## config.mk

```make
export PLATFORM = sky130hd
export DESIGN_NAME = inst_fetch
export DESIGN_NICKNAME = d
export VERILOG_FILES = /design/src/rtl/cpu_defs_pkg.sv /design/src/rtl/branch_lut.sv /design/src/rtl/inst_fetch.sv
export SDC_FILE = /design/constraint.sdc
export NUM_CORES = 1
export LEC_CHECK = 0
export CAP_MARGIN = 10
export CORE_AREA = 3 3 72 74
export CTS_CLUSTER_DIAMETER = 80
export DETAILED_ROUTE_END_ITERATION = 8
export DIE_AREA = 0 0 75 77
export SYNTH_ARGS = -nofsm -noshare
export SYNTH_HDL_FRONTEND = slang
export SYNTH_HIERARCHICAL = 1
export SYNTH_SLANG_ARGS = --single-unit
export TNS_END_PERCENT = 30
```

## constraint.sdc

```tcl
create_clock -name Clk -period 2.26 [get_ports Clk]
set_clock_uncertainty 0.05 [all_clocks]
set_input_delay 0.452 -clock Clk [delete_from_list [all_inputs] [get_ports Clk]]
set_output_delay 0.452 -clock Clk [all_outputs]
set_load 0.02 [all_outputs]
```

## src/rtl/cpu_defs_pkg.sv

```systemverilog
// cpu_defs: shared fetch-state enum, widths, program bases, branch LUT table and opcodes.
package cpu_defs;
  localparam int PC_W = 11;
  localparam int LUT_IDX_W = 5;
  localparam int REL_W = 6;
  localparam int CNT_W = 16;
  localparam int LUT_N = 8;
  typedef enum logic [1:0] {IDLE, RUN, HALTED} fetch_state_e;
  localparam logic [LUT_N-1:0][PC_W-1:0] BRANCH_LUT = {
    11'h055, 11'h300, 11'h7FD, 11'h123, 11'h001, 11'h7FF, 11'h0A0, 11'h010
  };
  localparam logic [3:0] OP_NOP = 4'h0;
  localparam logic [3:0] OP_HALT = 4'h1;
  localparam logic [3:0] OP_BRA = 4'h2;
  localparam logic [3:0] OP_BRR = 4'h3;
  function automatic logic [PC_W-1:0] prog_base(input logic [1:0] sel);
    return sel == 2'd1 ? 11'h200 : sel == 2'd2 ? 11'h400 : 11'h000;
  endfunction
endpackage

```

## src/rtl/branch_lut.sv

```systemverilog
// branch_lut: combinational absolute branch target table; indices beyond the table give 0.
module branch_lut
  import cpu_defs::*;
(
  input  logic [LUT_IDX_W-1:0] idx_i,
  output logic [PC_W-1:0]      target_o
);
  assign target_o = (idx_i < LUT_IDX_W'(LUT_N)) ? BRANCH_LUT[idx_i[2:0]] : '0;
endmodule

```

## src/rtl/inst_fetch.sv

```systemverilog
// inst_fetch: PC/fetch sequencer for the instruction ROM; INST_FETCH_CNT_EN adds RetiredCnt.
module inst_fetch
  import cpu_defs::*;
(
  input  logic                 Clk,
  input  logic                 Reset,
  input  logic                 Start,
  input  logic [1:0]           ProgSel,
  input  logic                 Stall,
  input  logic                 Halt,
  input  logic                 BranchAbs,
  input  logic [LUT_IDX_W-1:0] BranchIdx,
  input  logic                 BranchRel,
  input  logic [REL_W-1:0]     RelOff,
  output logic [PC_W-1:0]      InstAddress,
  output logic                 Running,
  output logic                 Done,
  output logic                 Fault
`ifdef INST_FETCH_CNT_EN
  ,output logic [CNT_W-1:0]    RetiredCnt
`endif
);
  fetch_state_e state_q, state_d;
  logic [PC_W-1:0] pc_q, pc_d, lut_target;
  logic fault_q, fault_d;
  logic launch, advance;
  branch_lut u_lut (.idx_i(BranchIdx), .target_o(lut_target));
  assign launch = Start && state_q != RUN;
  assign advance = state_q == RUN && !Stall;
  always_comb begin
    state_d = state_q;
    pc_d = pc_q;
    fault_d = fault_q;
    if (launch) begin
      state_d = RUN;
      pc_d = prog_base(ProgSel);
      fault_d = 1'b0;
    end else if (advance) begin
      if (Halt) state_d = HALTED;
      else if (BranchAbs) pc_d = lut_target;
      else if (BranchRel) pc_d = pc_q + {{(PC_W-REL_W){RelOff[REL_W-1]}}, RelOff};
      else if (&pc_q) begin
        state_d = HALTED;
        fault_d = 1'b1;
      end else pc_d = pc_q + 1'b1;
    end
  end
  always_ff @(posedge Clk) begin
    if (Reset) begin
      state_q <= IDLE;
      pc_q <= '0;
      fault_q <= 1'b0;
    end else begin
      state_q <= state_d;
      pc_q <= pc_d;
      fault_q <= fault_d;
    end
  end
  assign InstAddress = pc_q;
  assign Running = state_q == RUN;
  assign Done = state_q == HALTED;
  assign Fault = fault_q;
`ifdef INST_FETCH_CNT_EN
  logic [CNT_W-1:0] cnt_q, cnt_d;
  assign cnt_d = launch ? '0 : (advance && !(&cnt_q)) ? cnt_q + 1'b1 : cnt_q;
  always_ff @(posedge Clk) cnt_q <= Reset ? '0 : cnt_d;
  assign RetiredCnt = cnt_q;
`endif
endmodule

```

==> out/summary.txt <==
Largest family of logic cells by synthesized area = simple AND/OR/NAND/NOR gates
Initial Util = 29.13%
Switching Share = 28.49%
Share of cells above drive strength 1 = 29.44%
Synth Area in XOR/XNOR = 3.871%
CP endpoint kind = register
Dpl cells = 296
Slew HR = 78.26%
Total wire length = 3989 µm
Reg2reg start = InstAddress[0]
Inserted Clock Buffers = 3
CP startpoint kind = input pin
Clk root buf = clkbuf_8
Gr ovfl total = 0
#FFs+latches synth = 14
Seq/Total Area, Yosys = 20.65%
Post-Layout Cell Count = 302
Final Hold Slack = 440.0 ps
First-pass GRT wire length = 6651 µm
DIE AREA = 5775 µm²
Post-synth ARST share = 0%
Fin crit period = 2239 ps
Max Fclk = 446.6 MHz
Die width = 75 µm
Chip Height = 77 µm
Clock power frac = 33.9%
Cell Pwr Density = 343.7 nW/µm²
Final setup violation count = 0
Main area contributors after synthesis = dfxtp_1 21%, a21oi_1 7.7%, ha_1 7.4%
Maximum vdd drop = 194.6 µV
Diode count = 0
DRC viols = 0
Router iterations before antenna repair = 4
DR WL/cell = 13.21 µm
Yosys top cell by area = dfxtp_1
Hold WC Path Type = reg -> reg
Core area = 4661 µm²
Vias in the first global route = 1410
Unrepaired setup endpoints after global routing = true
Synth Area in Simple Gates = 32.90%
Arrival time worst endpoint = 2320 ps
Area growth syn-to-layout = 57.70%
Worst-Margin Slew = 317.9 ps
Post-Synth Adder-Cell Area = 8.848%
Initial antenna violation count = 0
Worst Hold Launch = state_q[1]
Total negative setup slack = 0 ps
Detail Route Antenna Nets = 0
Via count = 1509
Critical path class = in -> reg
Final Hold Viols = 0
Placed wire-length estimate = 3116 µm
Post-synthesis instance area = 1358 µm²
CTS tree = done
Yosys cell types = 49
Most instantiated cells after synthesis = 21 x a21oi_1, 15 x nor2_1, 14 x dfxtp_1
Synth Instances = 182
All-layer global routing usage = 14.22%
Final count of pins violating max slew = 0
Syn Nets = 211
Count leader, synth = a21oi_1
Setup crit start = RelOff[3]
Top cell type's share of synthesized area = 20.65%
Cts hold-fix bufs = 0
Max cap viols = 0
Clock Latency Late Sink = 240 ps
EDFF count, synth = 0
Clk slew on worst S/H paths = 60 ps
Result of the run = finished, final reports clean
Largest net degree at the start of global routing = 21
Req. time, crit path = 2340 ps
Main synth FF type = dfxtp_1
YS warnings = 6
Part of the power in combinational logic = 30.4%
Routed vias/inst = 4.997
PortBufs = 33
Sw Pwr = 0.0002096 W
Htree depth = 1
DRT iter0 DRCs = 90
GPL Wtd Cong = 0.8267
Synth Area per Inst = 7.459 µm²
Clk sink count = 14
CP max FO = 4
IO Count = 34
Rows = 25
Multiplexer share of the synthesized area = 1.475%
Sequential Power Share = 35.7%
Clock Path Buffers = 2
Compound-cell area share of the yosys netlist = 25.44%
Final period util = 99.07%
Final net count = 278
Leakage dissipation = 0.8491 nW
Int Power = 0.0005263 W
==> final timing paths <==
check             slack (ps)  depth (start not counted)         endpoint
setup / recovery          20                         10  InstAddress[10]
hold / removal           440                          2       state_q[1]
setup reg to reg         210                          9   InstAddress[6]
hold reg to reg          440                          2       state_q[1]
==> worst max-delay path, stage by stage <==
cell and delay [ps]:
clkdlybuf4s50_1 390, and2_2 200, ha_4 220, o21a_1 170
o31a_1 130, buf_4 150, o211ai_1 250, o31ai_4 120
xnor2_1 170, a21oi_2 70
==> flip-flops by register name (all words and copies together) (netlist names) <==
signal,count
Fault,1
InstAddress,11
state_q,2
==> what timing repair did <==
item                                    4_1_cts  5_1_grt
pin swaps                                    10        6
resized for setup                            26        4
setup buffers                                 1        1
endpoints found under the setup margin        8        7
==> cell families after synthesis <==
logic type,after synthesis
buffers and inverters,19
adder cells (fa/ha/maj),9
AO/OA/AOI/OAI,53
multiplexers,2
XOR/XNOR,6
flip-flops,14
AND/OR/NAND/NOR,79
==> layer usage <==
layer | global-route usage [%] | part of all wire (%) | vias to the layer above
li1 | - | - | 789
met1 | 20.65 | 48 | 682
met2 | 22.13 | 47 | 34
met3 | 1.442 | 4.0 | 4
met4 | 3.381 | 1.2 | 0
met5 | 0 | 0 | -
==> cell type report <==
type,instances,area [µm²]
inverter,9,33.78
tap,54,67.56
sequential,14,280.3
multi-input combinational,149,1081
fill,465,2520
clock buffer,4,55.05
timing repair buffer,72,623.1
==> placed cells by master, fill, tap and decap left out, types with 3 or more instances in the layout <==
master           synthesis  final
nand2b_1                 6      6
nand3_1                 11     10
a21oi_1                 21     21
dfxtp_1                 14     14
clkdlybuf4s50_1          0     29
o21ai_0                  8      6
buf_4                    3     39
a211oi_1                 4      4
nor2_1                  15     15
nand2_1                 13     12
a21o_1                   3      3
xnor2_1                  4      3
ha_4                     0      3
clkbuf_8                 0      4
a31oi_1                  4      3
nor3_1                   6      6
ha_1                     8      4
inv_1                    9      8
==> power by group through the flow <==
stage          sequential [W]  combinational, W  clock [W]
6_report             0.000263          0.000224   0.000250
3_3_place_gp         0.000267          0.000211          0
4_1_cts              0.000262          0.000221   0.000255
2_1_floorplan        0.000271          0.000107          0
5_1_grt              0.000263          0.000246   0.000264
3_5_place_dp         0.000267          0.000213          0
==> through the flow <==
stage | area (µm²) | worst slack (ps) | power (W) | util, %
finish | 2141 | 21.00 | 0.0007359 | 45.93
global route | 2141 | -66.28 | 0.0007726 | 45.93
CTS | 2107 | -60.69 | 0.0007387 | 45.21
detailed placement | 1974 | -668.4 | 0.0004805 | 42.36
global placement | 1974 | -601.9 | 0.0004784 | 42.36
floorplan | 1358 | -57.34 | 0.0003784 | -
No activity file was read; power rests on OpenSTA's default activity.
